### config.mk
export PLATFORM = sky130hd
export DESIGN_NAME = pipe_ctrl_flat
export DESIGN_NICKNAME = d
export VERILOG_FILES = /design/src/rtl/pipe_ctrl_if.sv /design/src/rtl/pipe_ctrl.sv /design/src/flat_wrapper.sv
export SDC_FILE = /design/constraint.sdc
export NUM_CORES = 1
export LEC_CHECK = 0
export ABC_CLOCK_PERIOD_IN_PS = 3000
export CAP_MARGIN = 40
export CORE_ASPECT_RATIO = 0.6
export CORE_UTILIZATION = 54
export DETAILED_ROUTE_END_ITERATION = 6
export GPL_TIMING_DRIVEN = 0
export PLACE_DENSITY = 0.86
export SYNTH_ARGS = -nofsm -noshare
export SYNTH_HDL_FRONTEND = slang
export SYNTH_SLANG_ARGS = --single-unit
### constraint.sdc
create_clock -name clk -period 3 [get_ports clk]
set_input_delay 0.45 -clock clk [delete_from_list [all_inputs] [get_ports clk]]
set_output_delay 0.45 -clock clk [all_outputs]
set_load 0.01 [all_outputs]
### src/rtl/pipe_ctrl_if.sv
// Handshake and control bundle between the pipeline datapath and its stall/flush controller.
// slave: the controller side; master: the datapath side that raises requests/hazards.
interface pipe_ctrl_if;
    logic        imem_req;
    logic        imem_resp;
    logic        dmem_req;
    logic        dmem_resp;
    logic        load_use;
    logic        br_mispredict;
    logic        pc_en;
    logic        en_if_id;
    logic        en_id_ex;
    logic        en_ex_mem;
    logic        en_mem_wb;
    logic        flush_if_id;
    logic        flush_id_ex;
    logic [31:0] stall_cnt;
    logic [31:0] bubble_cnt;

    modport master (
        output imem_req, imem_resp, dmem_req, dmem_resp, load_use, br_mispredict,
        input  pc_en, en_if_id, en_id_ex, en_ex_mem, en_mem_wb,
        input  flush_if_id, flush_id_ex, stall_cnt, bubble_cnt
    );

    modport slave (
        input  imem_req, imem_resp, dmem_req, dmem_resp, load_use, br_mispredict,
        output pc_en, en_if_id, en_id_ex, en_ex_mem, en_mem_wb,
        output flush_if_id, flush_id_ex, stall_cnt, bubble_cnt
    );
endinterface

### src/rtl/pipe_ctrl.sv
// Pipeline stall/flush controller: freezes all stages on memory waits, inserts bubbles/flushes on hazards.
// Latency: enables and flushes are combinational (0 cycles); counters update on the next clk edge.
// Backpressure: any outstanding memory request without a response holds every stage until both are satisfied.
module pipe_ctrl (
    input  logic   clk,
    input  logic   rst,
    pipe_ctrl_if.slave p
);
    typedef enum logic {RUN, STALL} state_t;

    state_t      state, state_nxt;
    logic        i_done, d_done;
    logic        i_ok, d_ok, advance;
    logic [31:0] stall_q, bubble_q;

    logic pc_en_c, en_if_id_c, en_id_ex_c, en_ex_mem_c, en_mem_wb_c;
    logic flush_if_id_c, flush_id_ex_c;

    // A response already seen during this stall keeps its side satisfied.
    assign i_ok    = !p.imem_req | p.imem_resp | i_done;
    assign d_ok    = !p.dmem_req | p.dmem_resp | d_done;
    assign advance = i_ok & d_ok;

    always_ff @(posedge clk) begin
        if (rst) begin
            state    <= RUN;
            i_done   <= 1'b0;
            d_done   <= 1'b0;
            stall_q  <= 32'd0;
            bubble_q <= 32'd0;
        end else begin
            state <= state_nxt;
            if (advance) begin
                i_done <= 1'b0;
                d_done <= 1'b0;
            end else begin
                // Responses without a matching request are ignored.
                if (p.imem_req && p.imem_resp) i_done <= 1'b1;
                if (p.dmem_req && p.dmem_resp) d_done <= 1'b1;
            end
            if (!advance)
                stall_q <= stall_q + 32'd1;
            if (advance && (p.load_use || p.br_mispredict))
                bubble_q <= bubble_q + 32'd1;
        end
    end

    always_comb begin
        state_nxt     = state;
        pc_en_c       = 1'b0;
        en_if_id_c    = 1'b0;
        en_id_ex_c    = 1'b0;
        en_ex_mem_c   = 1'b0;
        en_mem_wb_c   = 1'b0;
        flush_if_id_c = 1'b0;
        flush_id_ex_c = 1'b0;

        if (rst) begin
            state_nxt     = RUN;
            flush_if_id_c = 1'b1;
            flush_id_ex_c = 1'b1;
        end else begin
            case (state)
                RUN:     if (!advance) state_nxt = STALL;
                STALL:   if (advance)  state_nxt = RUN;
                default: state_nxt = RUN;
            endcase

            if (advance) begin
                pc_en_c     = 1'b1;
                en_if_id_c  = 1'b1;
                en_id_ex_c  = 1'b1;
                en_ex_mem_c = 1'b1;
                en_mem_wb_c = 1'b1;
                // A redirect squashes the younger load-use victim, so it wins.
                if (p.br_mispredict) begin
                    flush_if_id_c = 1'b1;
                    flush_id_ex_c = 1'b1;
                end else if (p.load_use) begin
                    pc_en_c       = 1'b0;
                    en_if_id_c    = 1'b0;
                    flush_id_ex_c = 1'b1;
                end
            end
        end
    end

    assign p.pc_en       = pc_en_c;
    assign p.en_if_id    = en_if_id_c;
    assign p.en_id_ex    = en_id_ex_c;
    assign p.en_ex_mem   = en_ex_mem_c;
    assign p.en_mem_wb   = en_mem_wb_c;
    assign p.flush_if_id = flush_if_id_c;
    assign p.flush_id_ex = flush_id_ex_c;
    assign p.stall_cnt   = stall_q;
    assign p.bubble_cnt  = bubble_q;
endmodule

### src/flat_wrapper.sv
// flat-port wrapper written by rule: the top's interface ports become plain ports
module pipe_ctrl_flat 
  (clk, rst, p_imem_req, p_imem_resp, p_dmem_req, p_dmem_resp, p_load_use, p_br_mispredict, p_pc_en, p_en_if_id, p_en_id_ex, p_en_ex_mem, p_en_mem_wb, p_flush_if_id, p_flush_id_ex, p_stall_cnt, p_bubble_cnt);
  pipe_ctrl_if p_i ();
  input  logic clk;
  input  logic rst;
  input wire logic [$bits(p_i.imem_req)-1:0] p_imem_req;
  input wire logic [$bits(p_i.imem_resp)-1:0] p_imem_resp;
  input wire logic [$bits(p_i.dmem_req)-1:0] p_dmem_req;
  input wire logic [$bits(p_i.dmem_resp)-1:0] p_dmem_resp;
  input wire logic [$bits(p_i.load_use)-1:0] p_load_use;
  input wire logic [$bits(p_i.br_mispredict)-1:0] p_br_mispredict;
  output wire logic [$bits(p_i.pc_en)-1:0] p_pc_en;
  output wire logic [$bits(p_i.en_if_id)-1:0] p_en_if_id;
  output wire logic [$bits(p_i.en_id_ex)-1:0] p_en_id_ex;
  output wire logic [$bits(p_i.en_ex_mem)-1:0] p_en_ex_mem;
  output wire logic [$bits(p_i.en_mem_wb)-1:0] p_en_mem_wb;
  output wire logic [$bits(p_i.flush_if_id)-1:0] p_flush_if_id;
  output wire logic [$bits(p_i.flush_id_ex)-1:0] p_flush_id_ex;
  output wire logic [$bits(p_i.stall_cnt)-1:0] p_stall_cnt;
  output wire logic [$bits(p_i.bubble_cnt)-1:0] p_bubble_cnt;
  assign p_i.imem_req = p_imem_req;
  assign p_i.imem_resp = p_imem_resp;
  assign p_i.dmem_req = p_dmem_req;
  assign p_i.dmem_resp = p_dmem_resp;
  assign p_i.load_use = p_load_use;
  assign p_i.br_mispredict = p_br_mispredict;
  assign p_pc_en = p_i.pc_en;
  assign p_en_if_id = p_i.en_if_id;
  assign p_en_id_ex = p_i.en_id_ex;
  assign p_en_ex_mem = p_i.en_ex_mem;
  assign p_en_mem_wb = p_i.en_mem_wb;
  assign p_flush_if_id = p_i.flush_if_id;
  assign p_flush_id_ex = p_i.flush_id_ex;
  assign p_stall_cnt = p_i.stall_cnt;
  assign p_bubble_cnt = p_i.bubble_cnt;
  pipe_ctrl u_core (.clk(clk), .rst(rst), .p(p_i));
endmodule
==> flow_summary_export.csv <==
group,metric,value,unit
floorplan,start_util,0.579,
detailed_routing,totalWireLength,9420,um
detailed_routing,drtIter0Drc,283,
placed_design,hpwl,6590,um
yosys,synthCells,394,
detailed_routing,wl_met1,4350,um
layout,antenna_cells,0,
detailed_routing,ant_nets,0,
sta,period_share,0.968,
pwr,p_seq_frac,0.472,
yosys,synth.ff_latch_count,66,
critical_path,crit_path_end_kind,"output pin",
detailed_routing,dr_wl_met2,4260,um
yosys,synth.distinct_cells,40,
yosys,synth_nets,404,
sta,skew,0.00716,ns
clock_network,post-cts-setup-buffer-count,0,
pwr,internal_power,1.47,mW
clock_network,hold_buffers,0,
yosys,synth_edf_count,0,
grt,track_usage,0.304,
yosys,yosysTopAreaCellShare,0.397,
yosys,yosys-top-cells-count,"dfxtp_1, a21oi_1, nor2_1, or4_1, o31ai_1",
floorplan,die_h,62.8,um
detailed_routing,viasPerCell,6.20,
pwr,clkPwrFrac,0.467,
clock_network,clockBufferDepth,2,
detailed_routing,wire_per_inst,16.5,um
layout,drive_gt1_frac,0.100,
clock_network,insertion_delay,0.35,ns
detailed_routing,met3_wirelength,709,um
clock_network,cts_max_level,3,
grt,grt_pass1_wl,15300,um
yosys,async_flop_share,0,
sta,setup_violations,0,
grt,antenna_found_initial,0,
yosys,synth_top_area_cell,"dfxtp_1",
floorplan,dieArea,6500,um2
run_status,status,"complete, no violations",
floorplan,rows,21,
pwr,p_leak,1.42,nW
floorplan,core,5750,um2
sta,hold_viol_final,0,
clock_network,cts-root-buf,"clkbuf_8",
worst_hold_path,min_from,"u_core.p.bubble_cnt[20]",
layout,fin_nets,495,
sta,slew_violations,0,
layout,area_growth,34.7,%
pwr,switchingPower,0.421,mW
layout,final_core_util,0.780,
placed_design,portBuffers,78,
job,maxCapViolCount,0,
floorplan,ios,79,
critical_path,worstPathArrival,2.45,ns
yosys,synth.most_common_cell,"dfxtp_1",
placed_design,routabilityCongestion,0.846,
yosys,ys_seq_area_frac,0.397,
yosys,syn_area_per_cell,8.45,um2
floorplan,die_w,103,um
pwr,pwr_density_cell,422,nW/um2
sta,min_period,2.90,ns
grt,grt_max_degree,12,
sta,max_freq,344,MHz
pwr,p_sw_frac,0.222,
sta,hold_ws,0.495,ns
critical_path,critical_path_required,2.55,ns
yosys,synth_ff_type,"dfxtp_1",
pwr,combPwrFrac,0.061,
clock_network,cts_tree,"done",
yosys,yosys_warnings,0,
yosys,synthTopCellsByArea,"dfxtp_1, or4_1, o31ai_1",
critical_path,crit_start,"p_imem_req",
sta,slew_headroom,0.600,
detailed_routing,drc,0,
worst_hold_path,hp-class,"reg -> reg",
yosys,synth_area,3330,um2
detailed_routing,top_layer,"met4",
detailed_routing,dr.pass1.iters,4,
grt,grt_pass1_vias,3166,
critical_path,crit_fanout,7,
critical_path,crit_path_start_kind,"input port",
sta,rsz0062_at_grt,"false",
clock_network,cts_sinks,66,
detailed_routing,via_count,3535,
pwr,peakVddDrop,0.226,mV
grt,grt_overflow_total,0,
clock_network,clk_pin_slew_worst_paths,0.07,ns
critical_path,path_class,"in -> out",
clock_network,cts_buffers,9,
sta,worstMarginPinSlew,0.599,ns
critical_path,r2r-start,"u_core.p.bubble_cnt[0]",
[kinds of logic after synthesis]
logic type,synth area share
simple gates,0.300
xor+xnor,0.0368
compound gates,0.169
fa+ha+maj,0.00751
mux,0.0402
buf+inv,0.0492
flops,0.397
[cells in the final DEF, fill, tap and decap left out, types with 3 or more instances in the layout]
cell,n
xnor2_1,7
or4_1,28
inv_1,8
or3_1,11
o2111ai_1,4
nor4_1,9
a21oi_1,40
buf_4,3
xor2_1,7
and4_1,10
o211ai_1,4
mux2_2,11
nor2_1,28
clkbuf_1,17
nor2b_1,11
nand2_1,23
o21ai_0,14
nor3_1,8
buf_2,8
clkdlybuf4s50_1,78
clkbuf_8,12
nand4_1,11
o31ai_1,27
dfxtp_1,66
and3_1,5
nand3_1,13
[worst paths after layout]
| path | endpoint | slack, ns | cells after the start |
|---|---|---|---|
| worst min-delay path | u_core.p.bubble_cnt[20] | 0.50 | 2 |
| worst max register to register | u_core.p.bubble_cnt[28] | 0.74 | 6 |
| worst max-delay path | p_flush_id_ex | 0.1 | 6 |
| worst min register to register | u_core.p.bubble_cnt[20] | 0.50 | 2 |
[final cells by class]
type / instances / area [um2]
Inverter: 8 / 30.0
Fill cell: 405 / 1270
Clock buffer: 12 / 165
Buffer: 29 / 136
Clock inverter: 4 / 72.6
Sequential cell: 66 / 1320
Multi-Input combinational cell: 291 / 1870
Timing Repair Buffer: 80 / 791
Tap cell: 80 / 100
[critical path: stages]
cell             delay, ns
clkdlybuf4s50_1       0.53
nor3b_2               0.32
buf_2                 0.27
nor3_2                0.09
or2_2                 0.29
clkdlybuf4s50_1       0.50
[power by group through the flow]
stage	Combinational [mW]	Sequential (mW)	Clock, mW
6_report	0.116	0.893	0.885
5_1_grt	0.125	0.894	0.940
4_1_cts	0.113	0.893	0.892
3_5_place_dp	0.110	0.913	0
3_3_place_gp	0.106	0.913	0
2_1_floorplan	0.0512	0.914	0
[state kept, by name (all words and copies together), names as in the netlist]
signal / count
u_core.i_done: 1
u_core.p.bubble_cnt: 32
u_core.d_done: 1
u_core.p.stall_cnt: 32
[per-layer routing]
metal | vias up | GRT usage
met5 | - | 0
met4 | 0 | 0.0880
met3 | 16 | 0.0749
met2 | 157 | 0.454
met1 | 1690 | 0.429
li1 | 1672 | -
[metrics by stage]
stage               std cells  setup slack [ns]  area, um2  setup TNS [ns]  power (mW)
floorplan                 394             0.815       3330               0       0.965
global placement          552            -0.390       4210           -1.63        1.02
detailed placement        554            -0.184       4220          -0.477        1.02
CTS                       570            0.0339       4470               0        1.90
global route              570            0.0119       4490               0        1.96
finish                    570            0.0961       4490               0        1.89
[what timing repair did]
action / in CTS / in global routing
resized for setup: 5 / 4
setup endpoints to repair: 4 / 2
cloned: 0 / 0
hold endpoints to repair: 0 / 0
(Power assumes the default switching activity.)
